===== config.mk =====
export PLATFORM = sky130hd
export DESIGN_NAME = pipe_cla_addsub
export DESIGN_NICKNAME = d
export VERILOG_FILES = /design/src/rtl/pipe_cla_addsub.sv
export SDC_FILE = /design/constraint.sdc
export NUM_CORES = 1
export LEC_CHECK = 0
export BUFFER_PORTS_ARGS = -buffer_cell sky130_fd_sc_hd__buf_4
export CORE_UTILIZATION = 45
export DETAILED_ROUTE_END_ITERATION = 16
export PLACE_DENSITY = 0.72
export REMOVE_ABC_BUFFERS = 1
export SYNTH_ARGS = -nofsm -noshare
export SYNTH_HDL_FRONTEND = slang
export SYNTH_SLANG_ARGS = --single-unit

===== constraint.sdc =====
create_clock -name clock -period 11.7 [get_ports clock]
set_clock_uncertainty 0.05 [all_clocks]
set_input_delay 1.755 -clock clock [delete_from_list [all_inputs] [get_ports clock]]
set_output_delay 1.755 -clock clock [all_outputs]
set_load 0.02 [all_outputs]

===== src/rtl/pipe_cla_addsub.sv =====
// pipe_cla_addsub: pipelined carry-lookahead adder/subtractor with tag sideband,
// global stall on output backpressure and single-cycle flush.
module pipe_cla_addsub #(
    parameter int WIDTH  = 64,
    parameter int STAGES = 2,
    parameter int TAG_W  = 4
) (
    input  logic             clock,
    input  logic             reset,
    input  logic             flush,
    input  logic             in_valid,
    output logic             in_ready,
    input  logic [WIDTH-1:0] x,
    input  logic [WIDTH-1:0] y,
    input  logic             sub,
    input  logic [TAG_W-1:0] in_tag,
    output logic             out_valid,
    input  logic             out_ready,
    output logic [WIDTH-1:0] res,
    output logic             cout,
    output logic             ovf,
    output logic             zero,
    output logic [TAG_W-1:0] out_tag
);
    localparam int C = WIDTH / STAGES;

    // 4-bit lookahead groups chained through group generate/propagate terms
    function automatic logic [C:0] cla(input logic [C-1:0] a, input logic [C-1:0] b, input logic ci);
        logic [C-1:0] g, p, c;
        logic [C/4:0] gc;
        g = a & b;
        p = a ^ b;
        gc[0] = ci;
        for (int j = 0; j < C/4; j++) begin
            c[4*j]   = gc[j];
            c[4*j+1] = g[4*j] | (p[4*j] & gc[j]);
            c[4*j+2] = g[4*j+1] | (p[4*j+1] & g[4*j]) | (&p[4*j +: 2] & gc[j]);
            c[4*j+3] = g[4*j+2] | (p[4*j+2] & g[4*j+1]) | (&p[4*j+1 +: 2] & g[4*j])
                     | (&p[4*j +: 3] & gc[j]);
            gc[j+1]  = g[4*j+3] | (p[4*j+3] & g[4*j+2]) | (&p[4*j+2 +: 2] & g[4*j+1])
                     | (&p[4*j+1 +: 3] & g[4*j]) | (&p[4*j +: 4] & gc[j]);
        end
        return {gc[C/4], p ^ c};
    endfunction

    // Every register moves together; a stall or flush freezes all data.
    assign in_ready = !flush && (out_ready || !out_valid);

    for (genvar k = 0; k < STAGES; k++) begin : g_st
        localparam int UW = WIDTH - k * C;
        logic [UW-1:0]        a_i, b_i;
        logic                 c_i, v_i;
        logic [TAG_W-1:0]     t_i;
        logic [C:0]           s;
        logic [(k+1)*C-1:0]   r_n, r_q;
        logic                 c_q, v_q;
        logic [TAG_W-1:0]     t_q;

        if (k == 0) begin : g_first
            assign a_i = x;
            assign b_i = {WIDTH{sub}} ^ y;
            assign c_i = sub;
            assign v_i = in_valid;
            assign t_i = in_tag;
            assign r_n = s[C-1:0];
        end else begin : g_next
            assign a_i = g_st[k-1].g_fwd.a_q;
            assign b_i = g_st[k-1].g_fwd.b_q;
            assign c_i = g_st[k-1].c_q;
            assign v_i = g_st[k-1].v_q;
            assign t_i = g_st[k-1].t_q;
            assign r_n = {s[C-1:0], g_st[k-1].r_q};
        end

        assign s = cla(a_i[C-1:0], b_i[C-1:0], c_i);

        always_ff @(posedge clock) begin
            if (reset) begin
                v_q <= 1'b0;
                c_q <= 1'b0;
                r_q <= '0;
                t_q <= '0;
            end else if (flush) begin
                v_q <= 1'b0;
            end else if (in_ready) begin
                v_q <= v_i;
                c_q <= s[C];
                r_q <= r_n;
                t_q <= t_i;
            end
        end

        if (k < STAGES - 1) begin : g_fwd
            logic [UW-C-1:0] a_q, b_q;
            always_ff @(posedge clock) begin
                if (reset) begin
                    a_q <= '0;
                    b_q <= '0;
                end else if (in_ready) begin
                    a_q <= a_i[UW-1:C];
                    b_q <= b_i[UW-1:C];
                end
            end
        end

        if (k == STAGES - 1) begin : g_last
            logic o_q;
            always_ff @(posedge clock) begin
                if (reset)
                    o_q <= 1'b0;
                else if (in_ready)
                    o_q <= (a_i[C-1] == b_i[C-1]) && (s[C-1] != a_i[C-1]);
            end
        end
    end

    assign out_valid = g_st[STAGES-1].v_q;
    assign res       = g_st[STAGES-1].r_q;
    assign cout      = g_st[STAGES-1].c_q;
    assign out_tag   = g_st[STAGES-1].t_q;
    assign ovf       = g_st[STAGES-1].g_last.o_q;
    assign zero      = ~|res;
endmodule


### After elaboration in Yosys (flattened, before gate mapping)

Cells that the tools add are included.

| storage, ports and cells | value |
|---|---|
| register bits | 173 |
| output and inout port bits | 73 |

| operators by class | value |
|---|---|
| bitwise logic cells | 328 |
| equal/unequal tests | 2 |
| reductions and logical operators | 105 |

Operator list:

| operator | count |
|---|---|
| $and A1 B1 Y1 | 160 |
| $or A1 B1 Y1 | 160 |
| $xor A32 B32 Y32 | 4 |
| $reduce_and A2 Y1 | 49 |
| $reduce_and A3 Y1 | 32 |
| $and A32 B32 Y32 | 2 |
| $reduce_and A4 Y1 | 16 |
| $reduce_or A64 Y1 | 1 |
| $xor A64 B64 Y64 | 1 |
| $logic_not A1 Y1 | 3 |
| $logic_and A1 B1 Y1 | 2 |
| $reduce_or A2 Y1 | 1 |
| $eq A1 B1 Y1 | 1 |
| $logic_or A1 B1 Y1 | 1 |
| $ne A1 B1 Y1 | 1 |
| $not A1 Y1 | 1 |

### Longest topological paths before layout

| depth | value |
|---|---|
| word-level depth | 23 |
| mapped depth | 16 |

### Least setup slack after synthesis

Ideal clock, no wire load.

| timing path | value |
|---|---|
| path type | input to register |
| start point | in sub |
| end point | reg g_st[0].r_q[24] |
| arrival time | 5.302 ns |
| cell stages on the path | 14 |
| setup slack | 6.262 ns |
| library setup time | 0.086 ns |
| data required time | 11.564 ns |
| buffers on the path | 3 |
| cell sequence | buf_2 -> clkbuf_1 -> clkbuf_1 -> xor2_1 -> ha_1 -> a31o_2 -> a211oi_1 -> a21oi_1 -> a21oi_1 -> o21a_1 -> o21ai_1 -> a221oi_1 -> fa_1 -> a211oi_1 |

| on the way | value |
|---|---|
| word-level cells in the longest chain between the ends | 18 |
| elaborated cells between the ends (all ways) | 70 |
| those cells by class | bitwise: 52; reduce/logical: 18 |

Ends and longest elaborated chain:

| element | line | source |
|---|---|---|
| from (decl) | 15 | `input logic sub,` |
| $xor A64 B64 Y64 | 61 | `assign b_i = {WIDTH{sub}} ^ y;` |
| $xor A32 B32 Y32 / $and A32 B32 Y32 (equally long branches) | 32, 31 |  |
| $and A1 B1 Y1 / $reduce_and A2 Y1 (equally long branches) | 40 | `gc[j+1] = g[4*j+3] \| (p[4*j+3] & g[4*j+2]) \| (&p[4*j+2 +: 2] & g[4*j+1])` |
| $or A1 B1 Y1 / $and A1 B1 Y1 (equally long branches) | 40 |  |
| $or A1 B1 Y1 | 40 |  |
| $or A1 B1 Y1 (2 in series) | 41 | `\| (&p[4*j+1 +: 3] & g[4*j]) \| (&p[4*j +: 4] & gc[j]);` |
| $and A1 B1 Y1 | 41 |  |
| $or A1 B1 Y1 | 41 |  |
| $and A1 B1 Y1 | 41 |  |
| $or A1 B1 Y1 | 41 |  |
| $and A1 B1 Y1 | 41 |  |
| $or A1 B1 Y1 | 41 |  |
| $and A1 B1 Y1 | 41 |  |
| $or A1 B1 Y1 | 41 |  |
| $and A1 B1 Y1 | 41 |  |
| $or A1 B1 Y1 | 41 |  |
| $xor A32 B32 Y32 (*) | 43 | `return {gc[C/4], p ^ c};` |
| to (signal assigned) | 88 | `r_q <= r_n;` |
| to (decl) | 55 | `logic [(k+1)*C-1:0] r_n, r_q;` |

Mark *: on every way between the ends. The rest lies on a longest branch, timed or not.
A chain may end at the register's enable or synchronous reset.

### Final worst setup path

| timing path | value |
|---|---|
| start point | in out_ready |
| end point | out in_ready |

| on the way | value |
|---|---|
| word-level cells in the longest chain between the ends | 2 |

Ends and longest elaborated chain:

| element | line | source |
|---|---|---|
| from (decl) | 18 | `input logic out_ready,` |
| $logic_or A1 B1 Y1 | 47 | `assign in_ready = !flush && (out_ready \|\| !out_valid);` |
| $logic_and A1 B1 Y1 | 47 |  |
| to (decl) | 12 | `output logic in_ready,` |

No other way between the ends.

==> impl_results.md <==
- Max Slew Vio Count: 0
- F_max: roughly 190 MHz
- # setup viols final: 0
- Pin count of the biggest net entering global routing: ~130
- Drt first-iter violations: about 350
- DIE WIDTH: around 150 um
- Initial DRT Pass Iterations: 4
- Post-synthesis cell type count: 58
- Clock power share: 37.6%
- Peak VDD IR: roughly 0.1 mV
- Max clock buf depth: 2
- Worst Path Arrival: 3540 ps
- Primary FF master, synth: dfxtp_1
- Mean Syn Cell Area: 8.39 um2
- First-pass GRT wire length: 38000 um
- DRC Markers: 0
- Final Hold Viols: 0
- Sequential power share: around 40%
- Clock Tree Root: clkbuf_16
- WL per Instance: 15.0 um
- Port Buffer Count: 210
- Vias: about 8100
- Switching fraction of total power: a little under 30%
- Lkg Pwr: 5.12 nW
- CP Class: input pin to output pin
- Max-Cap Viols: 0
- Total GRT Usage: roughly 22%
- Hold-fix buffers, CTS: 0
- Slew @ Worst Pin: around 1200 ps
- Number of diodes: 0
- Shortest period the worst path allows: around 5300 ps
- Min-delay worst type: flop to flop
- Yosys top cell area share: between 30% and 40%
- CTS clk-pin slew, worst paths: about 70 ps
- Die Y: 146 um
- H-tree Lvls: 4
- Setup repair bufs after CTS: 0
- Final nets: 1491
- Status: completed
- Critical Path Fanout Max: about 130
- GPL Wtd Cong: about 0.84
- Yosys warns: 0
- Initial core utilization: a little under half
- Finished Layout Cells: ~1600
- Layout area overhead: 25.4%
- Cell Int Power: approximately 1.2 mW
- Cells after synthesis: around 1100
- CTS tree: done
- Die area: roughly 21000 um2
- # rows: 52
- EDFF count, synth: 0
- Critical path required time: 9900 ps
- Setup tns final: 0 ps
- Most frequent cell after synthesis: nand2_1
- Top cells by area, synth: dfxtp_1 (37%), nand2_1 (9.3%), ha_1 (8.8%)
- Sequential share of the synthesized area: around 37%
- Seq cells post-synth: ~170
- Via density: ~5.2
- Ys async rst share: 0%
- Synth Cell Area: roughly 9000 um2
- Finished Cell Area: 11600 um2
- Setup crit end kind: output pin
- CP Launch Type: input pin
- Rel. slew slack: between 20% and 30%
- Num CTS Buffers: 17
- Skew-Pair Late Insertion Delay: between 400 and 500 ps
- Initial antenna violation count: 0
- Core ar.: 20200 um2
- Placed cell count: approximately 1500
- Sinks on Clock Net: around 170
- Area after DPL: between 10000 and 15000 um2
- Top cell types by occurrence after synthesis: nand2_1 (231), dfxtp_1 (173), a21oi_1 (134)
- Post-synth top area cell: dfxtp_1
- Power density over the cells: approximately 140 nW/um2
- Gate power share: ~22%
- R2R setup slack: approximately 8400 ps
- Final worst-path cycle share: between 40% and 50%
- Vias in the first global route: about 7600
- Antenna Violating Nets Remaining: 0
- # IOs: around 210
- CTS resizes: 0
- NetSw: a little under 500 uW
- Total grt overflow: 0
- Layout cell share with drive strength beyond 1: between 20 and 25%
- Routed WL: about 23000 um
- Dpl hpwl: ~16000 um
- Unrepaired setup endpoints after global routing: no
## layout by cell type, fill, tap and decap left out, types with 17 or more instances in the layout
cell type	instances
nand2_1	231
buf_4	213
dfxtp_1	173
a21oi_1	134
ha_1	65
nor2_1	60
xnor2_1	60
a211oi_1	57
xor2_1	42
inv_1	24
a21o_1	24
nor4_1	19
clkbuf_16	17
## layout make-up
type                            count  area [um2]
Fill cell                        1891        8600
Multi-Input combinational cell    842        5480
Sequential cell                   173        3460
Timing Repair Buffer              214        1610
Clock buffer                       18         439
Tap cell                          270         338
Clock inverter                     14         206
Inverter                           25        98.8
## cells by family after synthesis
family	count (synthesis)	share of synthesized area, %
compound gates	278	19.0
xor+xnor	102	9.63
fa+ha+maj	80	12.0
buf+inv	91	3.70
flops	173	37.3
mux	5	0.566
simple gates	377	17.8
## power by group through the flow
stage                     Combinational, mW  Sequential [mW]  Clock, mW
final                                 0.368            0.671      0.625
after global routing                  0.410            0.677      0.665
after floorplan                       0.219            0.695          0
after global placement                0.361            0.683          0
after detailed placement              0.368            0.684          0
after CTS                             0.372            0.671      0.637
## critical path, stage by stage
cell,delay [ps]
buf_4,90
nand2b_1,180
nand2b_4,390
inv_6,790
buf_4,270
## worst paths after layout
kind                                startpoint  cells after the start              endpoint
min                g_st[0].r_q[7]$_SDFFE_PP0P_                      2   res[7]$_SDFFE_PP0P_
max                                  out_ready                      5              in_ready
max reg2reg  g_st[0].g_fwd.a_q[0]$_SDFFE_PP0P_                     11  res[61]$_SDFFE_PP0P_
min reg2reg        g_st[0].r_q[7]$_SDFFE_PP0P_                      2   res[7]$_SDFFE_PP0P_
## state kept, by name (all words and copies together), names as in the netlist
register	flops
out_valid	1
ovf	1
g_st.v_q	1
g_st.g_fwd.b_q	32
g_st.g_fwd.a_q	32
cout	1
res	64
g_st.t_q	4
out_tag	4
g_st.r_q	32
g_st.c_q	1
## stage by stage
| stage | power (mW) | utilization, % | hold WS (ps) | setup slack, ps |
|---|---|---|---|---|
| global placement | 1.04 | 54.3 | 387 | 6060 |
| detailed placement | 1.05 | 54.3 | 395 | 5930 |
| finish | 1.66 | 57.5 | 394 | 6360 |
| floorplan | 0.914 | - | 375 | 3450 |
| CTS | 1.68 | 57.5 | 399 | 6330 |
| global route | 1.75 | 57.5 | 418 | 6060 |
## metal layers
| layer | wire (um) | global-route usage [%] |
|---|---|---|
| met4 | 209 | 4.47 |
| met2 | 10900 | 36.3 |
| met3 | 1450 | 5.83 |
| met1 | 10700 | 29.7 |
| met5 | 0 | 0 |
(Power assumes the default switching activity.)
